$ cat src/rtl/mem_stage_sram_pkg.sv
// mem_pkg: shared types and constants for the MEM stage / SRAM controller.
//   state_e           : controller phase (IDLE, LO half, HI half, DONE)
//   SRAM_DW           : external SRAM data width (one half-word)
//   DEFAULT_BASE_ADDR : byte address that maps to SRAM half-word 0
package mem_pkg;

  typedef enum logic [1:0] {
    IDLE = 2'd0,
    LO   = 2'd1,
    HI   = 2'd2,
    DONE = 2'd3
  } state_e;

  localparam int SRAM_DW           = 16;
  localparam int DEFAULT_BASE_ADDR = 1024;

endpackage : mem_pkg

$ cat src/rtl/mem_stage_sram_if.sv
// mem_stage_sram_if: pin bundle of the 16-bit external SRAM.
//   SRAM_ADDR   : half-word address           (master -> slave)
//   SRAM_DQ_out : write data                   (master -> slave)
//   SRAM_DQ_oe  : drive-enable of DQ tristate  (master -> slave)
//   SRAM_WE_N   : active-low write strobe      (master -> slave)
//   SRAM_DQ_in  : read data                    (slave  -> master)
interface mem_stage_sram_if #(
  parameter int SRAM_AW = 18
) ();
  import mem_pkg::*;

  logic [SRAM_AW-1:0] SRAM_ADDR;
  logic [SRAM_DW-1:0] SRAM_DQ_out;
  logic [SRAM_DW-1:0] SRAM_DQ_in;
  logic               SRAM_DQ_oe;
  logic               SRAM_WE_N;

  modport master (
    output SRAM_ADDR,
    output SRAM_DQ_out,
    output SRAM_DQ_oe,
    output SRAM_WE_N,
    input  SRAM_DQ_in
  );

  modport slave (
    input  SRAM_ADDR,
    input  SRAM_DQ_out,
    input  SRAM_DQ_oe,
    input  SRAM_WE_N,
    output SRAM_DQ_in
  );

endinterface : mem_stage_sram_if

$ cat src/rtl/mem_stage_sram_ctrl.sv
// sram_controller: splits one 32-bit load/store into two half-word SRAM
// accesses (low half first) and holds the pipeline frozen meanwhile.
//   clk, rst         : clock, asynchronous active-high reset
//   rd_en_i, wr_en_i : load / store request (store wins if both set)
//   word_i           : word index (already offset and truncated)
//   wdata_i          : store data
//   skip_i           : (MEM_ADDR_CHECK_EN only) bad address, bypass SRAM
//   addr_err_o       : (MEM_ADDR_CHECK_EN only) high in DONE of a skipped op
//   ready_o          : 1 = pipeline may advance
//   mem_res_o        : last loaded word
//   sram             : SRAM pins (master side)
// Optional feature macro: MEM_ADDR_CHECK_EN.
module sram_controller import mem_pkg::*; #(
  parameter int SRAM_AW    = 18,
  parameter int ACC_CYCLES = 2
) (
  input  logic                 clk,
  input  logic                 rst,
  input  logic                 rd_en_i,
  input  logic                 wr_en_i,
  input  logic [SRAM_AW-2:0]   word_i,
  input  logic [2*SRAM_DW-1:0] wdata_i,
`ifdef MEM_ADDR_CHECK_EN
  input  logic                 skip_i,
  output logic                 addr_err_o,
`endif
  output logic                 ready_o,
  output logic [2*SRAM_DW-1:0] mem_res_o,
  mem_stage_sram_if.master     sram
);

  localparam int             CW       = $clog2(ACC_CYCLES) + 1;
  localparam logic [CW-1:0]  CNT_LAST = CW'(ACC_CYCLES - 1);

  state_e               state_q, state_d;
  logic [CW-1:0]        cnt_q, cnt_d;
  logic                 op_wr_q;
  logic [SRAM_AW-2:0]   word_q;
  logic [2*SRAM_DW-1:0] wdata_q;
  logic [SRAM_DW-1:0]   lo_q;
  // The high half is captured straight into mem_res_q[31:16].
  logic [2*SRAM_DW-1:0] mem_res_q;

  logic [SRAM_AW-1:0]   addr_q, addr_d;
  logic [SRAM_DW-1:0]   dq_q, dq_d;
  logic                 oe_q, oe_d;
  logic                 we_n_q, we_n_d;

  logic                 req_s;
  logic                 last_s;
  logic                 wr_now_s;
  logic [SRAM_AW-2:0]   word_now_s;
  logic [2*SRAM_DW-1:0] wdata_now_s;

`ifdef MEM_ADDR_CHECK_EN
  logic                 err_q;
`endif

  assign req_s  = rd_en_i | wr_en_i;
  assign last_s = (cnt_q == CNT_LAST);

  // IDLE is the only state whose ready depends on the live request.
  assign ready_o = (state_q == IDLE) ? ~req_s : (state_q == DONE);

  // Operation attributes: live inputs while accepting, latched copy after.
  always_comb begin
    wr_now_s    = op_wr_q;
    word_now_s  = word_q;
    wdata_now_s = wdata_q;
    if (state_q == IDLE) begin
      wr_now_s    = wr_en_i;
      word_now_s  = word_i;
      wdata_now_s = wdata_i;
    end else begin
      wr_now_s    = op_wr_q;
      word_now_s  = word_q;
      wdata_now_s = wdata_q;
    end
  end

  // Next state and phase counter.
  always_comb begin
    state_d = state_q;
    cnt_d   = cnt_q;
    case (state_q)
      IDLE: begin
        cnt_d = {CW{1'b0}};
        if (req_s) begin
`ifdef MEM_ADDR_CHECK_EN
          state_d = skip_i ? DONE : LO;
`else
          state_d = LO;
`endif
        end else begin
          state_d = IDLE;
        end
      end
      LO: begin
        if (last_s) begin
          state_d = HI;
          cnt_d   = {CW{1'b0}};
        end else begin
          state_d = LO;
          cnt_d   = cnt_q + CW'(1);
        end
      end
      HI: begin
        if (last_s) begin
          state_d = DONE;
          cnt_d   = {CW{1'b0}};
        end else begin
          state_d = HI;
          cnt_d   = cnt_q + CW'(1);
        end
      end
      DONE: begin
        state_d = IDLE;
        cnt_d   = {CW{1'b0}};
      end
      default: begin
        state_d = IDLE;
        cnt_d   = {CW{1'b0}};
      end
    endcase
  end

  // SRAM pin values for the state being entered; WE_N rises on the final
  // cycle of each write phase so data is held past the strobe edge.
  always_comb begin
    addr_d = {SRAM_AW{1'b0}};
    dq_d   = {SRAM_DW{1'b0}};
    oe_d   = 1'b0;
    we_n_d = 1'b1;
    case (state_d)
      LO: begin
        addr_d = {word_now_s, 1'b0};
        oe_d   = wr_now_s;
        dq_d   = wr_now_s ? wdata_now_s[SRAM_DW-1:0] : {SRAM_DW{1'b0}};
        we_n_d = ~(wr_now_s & (cnt_d != CNT_LAST));
      end
      HI: begin
        addr_d = {word_now_s, 1'b1};
        oe_d   = wr_now_s;
        dq_d   = wr_now_s ? wdata_now_s[2*SRAM_DW-1:SRAM_DW] : {SRAM_DW{1'b0}};
        we_n_d = ~(wr_now_s & (cnt_d != CNT_LAST));
      end
      default: begin
        addr_d = {SRAM_AW{1'b0}};
        dq_d   = {SRAM_DW{1'b0}};
        oe_d   = 1'b0;
        we_n_d = 1'b1;
      end
    endcase
  end

  // FSM state, operation latch, read capture and registered SRAM pins.
  always_ff @(posedge clk or posedge rst) begin
    if (rst) begin
      state_q   <= IDLE;
      cnt_q     <= {CW{1'b0}};
      op_wr_q   <= 1'b0;
      word_q    <= {(SRAM_AW-1){1'b0}};
      wdata_q   <= {(2*SRAM_DW){1'b0}};
      lo_q      <= {SRAM_DW{1'b0}};
      mem_res_q <= {(2*SRAM_DW){1'b0}};
      addr_q    <= {SRAM_AW{1'b0}};
      dq_q      <= {SRAM_DW{1'b0}};
      oe_q      <= 1'b0;
      we_n_q    <= 1'b1;
`ifdef MEM_ADDR_CHECK_EN
      err_q     <= 1'b0;
`endif
    end else begin
      state_q <= state_d;
      cnt_q   <= cnt_d;
      addr_q  <= addr_d;
      dq_q    <= dq_d;
      oe_q    <= oe_d;
      we_n_q  <= we_n_d;
      if ((state_q == IDLE) && req_s) begin
        op_wr_q <= wr_en_i;
        word_q  <= word_i;
        wdata_q <= wdata_i;
      end
      if ((state_q == LO) && last_s && !op_wr_q) begin
        lo_q <= sram.SRAM_DQ_in;
      end
      if ((state_q == HI) && last_s && !op_wr_q) begin
        mem_res_q <= {sram.SRAM_DQ_in, lo_q};
      end
`ifdef MEM_ADDR_CHECK_EN
      err_q <= (state_q == IDLE) && req_s && skip_i;
      if ((state_q == IDLE) && req_s && skip_i && !wr_en_i) begin
        mem_res_q <= {(2*SRAM_DW){1'b0}};
      end
`endif
    end
  end

  assign mem_res_o        = mem_res_q;
  assign sram.SRAM_ADDR   = addr_q;
  assign sram.SRAM_DQ_out = dq_q;
  assign sram.SRAM_DQ_oe  = oe_q;
  assign sram.SRAM_WE_N   = we_n_q;
`ifdef MEM_ADDR_CHECK_EN
  assign addr_err_o       = err_q;
`endif

endmodule : sram_controller

$ cat src/rtl/mem_stage_sram.sv
// mem_stage_sram: pipeline MEM stage backed by a 16-bit external SRAM.
//   clk, rst        : clock, asynchronous active-high reset
//   WB_EN_in/out, MEM_R_EN_in/out, ALU_res_in/out, Dest_in/out :
//                     pass-through to the MEM/WB register (combinational)
//   MEM_W_EN_in     : store request; Val_Rm_in : store data
//   Mem_res         : loaded word (registered)
//   ready           : 0 freezes all pipeline registers and the PC
//   sram            : SRAM pins (master modport)
//   addr_err        : (MEM_ADDR_CHECK_EN only) out-of-range/misaligned access
// Optional feature macro: MEM_ADDR_CHECK_EN.
module mem_stage_sram import mem_pkg::*; #(
  parameter int n          = 32,
  parameter int SRAM_AW    = 18,
  parameter int ACC_CYCLES = 2,
  parameter int BASE_ADDR  = DEFAULT_BASE_ADDR
) (
  input  logic             clk,
  input  logic             rst,
  input  logic             WB_EN_in,
  input  logic             MEM_R_EN_in,
  input  logic             MEM_W_EN_in,
  input  logic [n-1:0]     ALU_res_in,
  input  logic [n-1:0]     Val_Rm_in,
  input  logic [3:0]       Dest_in,
  output logic             WB_EN_out,
  output logic             MEM_R_EN_out,
  output logic [n-1:0]     ALU_res_out,
  output logic [3:0]       Dest_out,
  output logic [n-1:0]     Mem_res,
  output logic             ready,
`ifdef MEM_ADDR_CHECK_EN
  output logic             addr_err,
`endif
  mem_stage_sram_if.master sram
);

  logic [n-1:0]         offs_s;
  logic [SRAM_AW-2:0]   word_s;
  logic [2*SRAM_DW-1:0] mem_res_s;
  logic                 unused_offs_s;

  assign WB_EN_out    = WB_EN_in;
  assign MEM_R_EN_out = MEM_R_EN_in;
  assign ALU_res_out  = ALU_res_in;
  assign Dest_out     = Dest_in;

  // Byte offset into SRAM; keeping SRAM_AW-1 word bits makes addresses wrap.
  assign offs_s = ALU_res_in - n'(BASE_ADDR);
  assign word_s = offs_s[SRAM_AW:2];

`ifdef MEM_ADDR_CHECK_EN
  logic bad_s;
  // Below base, beyond the SRAM (any dropped word bit set), or misaligned.
  assign bad_s = (ALU_res_in < n'(BASE_ADDR))
               | (|offs_s[n-1:SRAM_AW+1])
               | (|ALU_res_in[1:0]);
  assign unused_offs_s = ^offs_s[1:0];
`else
  assign unused_offs_s = ^{offs_s[n-1:SRAM_AW+1], offs_s[1:0]};
`endif

  sram_controller #(
    .SRAM_AW    (SRAM_AW),
    .ACC_CYCLES (ACC_CYCLES)
  ) u_ctrl (
    .clk        (clk),
    .rst        (rst),
    .rd_en_i    (MEM_R_EN_in),
    .wr_en_i    (MEM_W_EN_in),
    .word_i     (word_s),
    .wdata_i    (Val_Rm_in),
`ifdef MEM_ADDR_CHECK_EN
    .skip_i     (bad_s),
    .addr_err_o (addr_err),
`endif
    .ready_o    (ready),
    .mem_res_o  (mem_res_s),
    .sram       (sram)
  );

  assign Mem_res = mem_res_s;

endmodule : mem_stage_sram

$ cat src/flat_wrapper.sv
// flat-port wrapper written by rule: the top's interface ports become plain ports
module mem_stage_sram_flat import mem_pkg::*;
#(
  parameter int n          = 32,
  parameter int SRAM_AW    = 18,
  parameter int ACC_CYCLES = 2,
  parameter int BASE_ADDR  = DEFAULT_BASE_ADDR
)
  (clk, rst, WB_EN_in, MEM_R_EN_in, MEM_W_EN_in, ALU_res_in, Val_Rm_in, Dest_in, WB_EN_out, MEM_R_EN_out, ALU_res_out, Dest_out, Mem_res, ready, sram_SRAM_ADDR, sram_SRAM_DQ_out, sram_SRAM_DQ_oe, sram_SRAM_WE_N, sram_SRAM_DQ_in);
  mem_stage_sram_if #(.SRAM_AW(SRAM_AW)) sram_i ();
  input  logic clk;
  input  logic rst;
  input  logic WB_EN_in;
  input  logic MEM_R_EN_in;
  input  logic MEM_W_EN_in;
  input  logic [n-1:0] ALU_res_in;
  input  logic [n-1:0] Val_Rm_in;
  input  logic [3:0] Dest_in;
  output logic WB_EN_out;
  output logic MEM_R_EN_out;
  output logic [n-1:0] ALU_res_out;
  output logic [3:0] Dest_out;
  output logic [n-1:0] Mem_res;
  output logic ready;
  output wire logic [$bits(sram_i.SRAM_ADDR)-1:0] sram_SRAM_ADDR;
  output wire logic [$bits(sram_i.SRAM_DQ_out)-1:0] sram_SRAM_DQ_out;
  output wire logic [$bits(sram_i.SRAM_DQ_oe)-1:0] sram_SRAM_DQ_oe;
  output wire logic [$bits(sram_i.SRAM_WE_N)-1:0] sram_SRAM_WE_N;
  input wire logic [$bits(sram_i.SRAM_DQ_in)-1:0] sram_SRAM_DQ_in;
  assign sram_SRAM_ADDR = sram_i.SRAM_ADDR;
  assign sram_SRAM_DQ_out = sram_i.SRAM_DQ_out;
  assign sram_SRAM_DQ_oe = sram_i.SRAM_DQ_oe;
  assign sram_SRAM_WE_N = sram_i.SRAM_WE_N;
  assign sram_i.SRAM_DQ_in = sram_SRAM_DQ_in;
  mem_stage_sram #(.n(n), .SRAM_AW(SRAM_AW), .ACC_CYCLES(ACC_CYCLES), .BASE_ADDR(BASE_ADDR)) u_core (.clk(clk), .rst(rst), .WB_EN_in(WB_EN_in), .MEM_R_EN_in(MEM_R_EN_in), .MEM_W_EN_in(MEM_W_EN_in), .ALU_res_in(ALU_res_in), .Val_Rm_in(Val_Rm_in), .Dest_in(Dest_in), .WB_EN_out(WB_EN_out), .MEM_R_EN_out(MEM_R_EN_out), .ALU_res_out(ALU_res_out), .Dest_out(Dest_out), .Mem_res(Mem_res), .ready(ready), .sram(sram_i));
endmodule
$ cat config.mk
export PLATFORM = sky130hd
export DESIGN_NAME = mem_stage_sram_flat
export DESIGN_NICKNAME = d
export VERILOG_FILES = /design/src/rtl/mem_stage_sram_pkg.sv /design/src/rtl/mem_stage_sram_if.sv /design/src/rtl/mem_stage_sram_ctrl.sv /design/src/rtl/mem_stage_sram.sv /design/src/flat_wrapper.sv
export SDC_FILE = /design/constraint.sdc
export NUM_CORES = 1
export LEC_CHECK = 0
export CAP_MARGIN = 20
export CELL_PAD_IN_SITES_DETAIL_PLACEMENT = 0
export CELL_PAD_IN_SITES_GLOBAL_PLACEMENT = 1
export CORE_UTILIZATION = 32
export CTS_CLUSTER_DIAMETER = 50
export DETAILED_ROUTE_END_ITERATION = 8
export PLACE_DENSITY_LB_ADDON = 0.3
export SLEW_MARGIN = 5
export SYNTH_ARGS = -nofsm -noshare
export SYNTH_HDL_FRONTEND = slang
export SYNTH_SLANG_ARGS = --single-unit
$ cat constraint.sdc
create_clock -name clk -period 4.9 [get_ports clk]
set_clock_uncertainty 0.1 [all_clocks]
set_input_delay 1.225 -clock clk [delete_from_list [all_inputs] [get_ports clk]]
set_output_delay 1.225 -clock clk [all_outputs]
set_load 0.05 [all_outputs]
==> run metrics <==
DRT iter0 DRCs 137; layout cell share with drive strength beyond 1 19.14%; WL final 13880 um; First-pass DRT Iterations 4; EDFF count, synth 0; htree depth 4; GP Congestion 0.7584; status complete, no violations; die width about 140 um; hold buffer count at CTS 0; synthesized area ~6000 sq um; Std-Cell Rows 50; Post-synth ARST share 100.0%; slowest CP cell clkdlybuf4s50_1; post-synth top area share 56.27%; grt total ovfl 0; peak per-stage delay on the critical path ~860 ps; clk buf depth 2; sequential area share after synthesis approximately 57%; DRC errors left 0; setup TNS 0 ps; Post-Syn Nets 643; CP bufs+invs 2; power consumption approximately 6300 uW; Worst Path Arrival about 2700 ps; initial antenna violation count 0; class of the tightest hold or removal check reg2reg; Unique masters post-synth 35; slew margin rel. a little over a third; Crit Path Max Fanout 4; IO Port Bufs about 160; fmax approximately 250 MHz; leading cell types in the layout, fill and taps excluded clkdlybuf4s50_1 (154), dfrtp_1 (137), nand2_1 (127), mux2_2 (79), nor2_1 (33); most used flip-flop cell after synthesis dfrtp_1; Routed Antenna Nets 0; drt wl/cell 15.29 um; via count of the routed design 4222; Slew Limit Fails 0; Seq cells post-synth around 140; final setup violation count 0; Placed Cells a little under 900; synthesized area per cell 11.16 sq um; core area around 19000 sq um; die area 19590 sq um; Total Routing Usage GR around 15%; die height about 140 um; synth top area cells dfrtp_1 (56%), mux2_2 (15%), nand2_1 (7.8%); ant diodes 0; Root Buffer clkbuf_16; Via density between 4 and 5; Leakage about 0.0037 uW; gate count after technology mapping approximately 550; worst vdd ir ~0.00030 V; CP Launch Type input pin; vias in the first global route between 4000 and 5000; Hold Violations, Final 0; Worst-path clk slew approximately 60 ps; Initial Util 32.57%; Worst-Margin Slew between 900 and 1000 ps; # Post-CTS Setup Buffers 0; most frequent CP cell clkdlybuf4s50_1; Layout Nets between 700 and 800; power per cell area between 700 and 800 nW/um^2; CTS tree built; most common cell after layout, fill and taps aside clkdlybuf4s50_1; period utilization roughly 80%; CP endpoint kind output port; Post-CTS Resized 0; DP HPWL roughly 9000 um; Area Overhead vs Synth 35.82%; Num CTS Buffers 17; yosys warns 0; number of max-cap violations 0; Final min period around 4000 ps; critical path cell sequence clkdlybuf4s50_1, clkdlybuf4s50_1; worst skew pair latency 410 ps; crit-path leading delay family buffers and inverters; final cell count without fillers about 910; # IOs between 150 and 200; RSZ-0062 raised after global routing false; post-synth top area cell dfrtp_1; worst path required time approximately 3600 ps; first-pass GRT wire length 23140 um; pin count of the biggest net entering global routing 69; critical path type in2out; total clock sinks between 100 and 150
[worst paths after layout]
path / from / endpoint / slack (ps) / depth (start not counted)
max: MEM_R_EN_in / MEM_R_EN_out / 880 / 2
min: u_core.u_ctrl.wdata_q[24]$_DFFE_PP0P_ / u_core.u_ctrl.wdata_q[24]$_DFFE_PP0P_ / 370 / 2
max reg2reg: u_core.u_ctrl.state_q[0]$_DFF_PP0_ / u_core.u_ctrl.sram.SRAM_ADDR[17]$_DFF_PP0_ / 1670 / 8
min reg2reg: u_core.u_ctrl.wdata_q[24]$_DFFE_PP0P_ / u_core.u_ctrl.wdata_q[24]$_DFFE_PP0P_ / 370 / 2
max in group asynchronous: rst / u_core.u_ctrl.sram.SRAM_DQ_out[0]$_DFF_PP0_ / 2780 / 4
min in group asynchronous: rst / u_core.u_ctrl.sram.SRAM_ADDR[16]$_DFF_PP0_ / 1000 / 2
[logic make-up after synthesis]
kind of cell             count (synthesis)  share of synthesized area, %
AND/OR/NAND/NOR                        177                         11.83
flip-flops                             138                         56.71
multiplexers                            91                         16.59
AO/OA/AOI/OAI                           52                         5.484
buffers and inverters                   77                         7.311
adder cells (fa/ha/maj)                  8                         1.643
XOR/XNOR                                 3                        0.4314
[metrics by stage]
| step | util [%] | hold WS [ps] | cell area, sq um | setup WS [ps] |
|---|---|---|---|---|
| final | 44.23 | 369.8 | 8274 | 880.4 |
| after global routing | 44.23 | 393.4 | 8274 | 868.4 |
| after CTS | 44.13 | 377.9 | 8254 | 881.0 |
| after detailed placement | 40.74 | 361.7 | 7621 | 889.0 |
| after global placement | 40.74 | 353.0 | 7621 | 882.8 |
| after floorplan | - | 330.8 | 6096 | 1284 |
[synth_stat cells (9+ instances only)]
master,n
a22oi_1,16
buf_2,11
buf_4,38
clkbuf_1,18
dfrtp_1,137
inv_1,9
mux2_2,79
mux2i_1,11
nand2_1,127
nor2_1,33
o21ai_0,17
[power breakdown]
group          leakage [uW]  switching [uW]  internal (uW)
logic               0.00165            1880           1180
clock network      0.000316             478            890
registers           0.00171             239           1660
total               0.00368            2600           3720
[state kept, by name, indices dropped and copies added (netlist names)]
name / count
u_core.u_ctrl.cnt_q: 2
u_core.u_ctrl.lo_q: 16
u_core.u_ctrl.mem_res_o: 32
u_core.u_ctrl.op_wr_q: 1
u_core.u_ctrl.sram.SRAM_ADDR: 18
u_core.u_ctrl.sram.SRAM_DQ_oe: 1
u_core.u_ctrl.sram.SRAM_DQ_out: 16
u_core.u_ctrl.sram.SRAM_WE_N: 1
u_core.u_ctrl.state_q: 2
u_core.u_ctrl.wdata_q: 32
u_core.u_ctrl.word_q: 17
[metal layers]
layer	up-vias	part of all wire, %	track usage, %
met5	-	0	0
met2	142	46	23.92
met1	2047	45	18.59
li1	2013	-	-
met4	0	2.0	7.056
met3	20	7.2	5.333
[layout make-up]
type | count | area (sq um)
fillers | 1729 | 10430
flip-flops and latches | 138 | 3455
multi-input cells | 331 | 2207
repair buffers | 165 | 1649
clock buffers | 20 | 466.7
well taps | 234 | 292.8
clock inverters | 11 | 166.4
inverters | 9 | 37.54
Power figures use the tool's default switching activity.
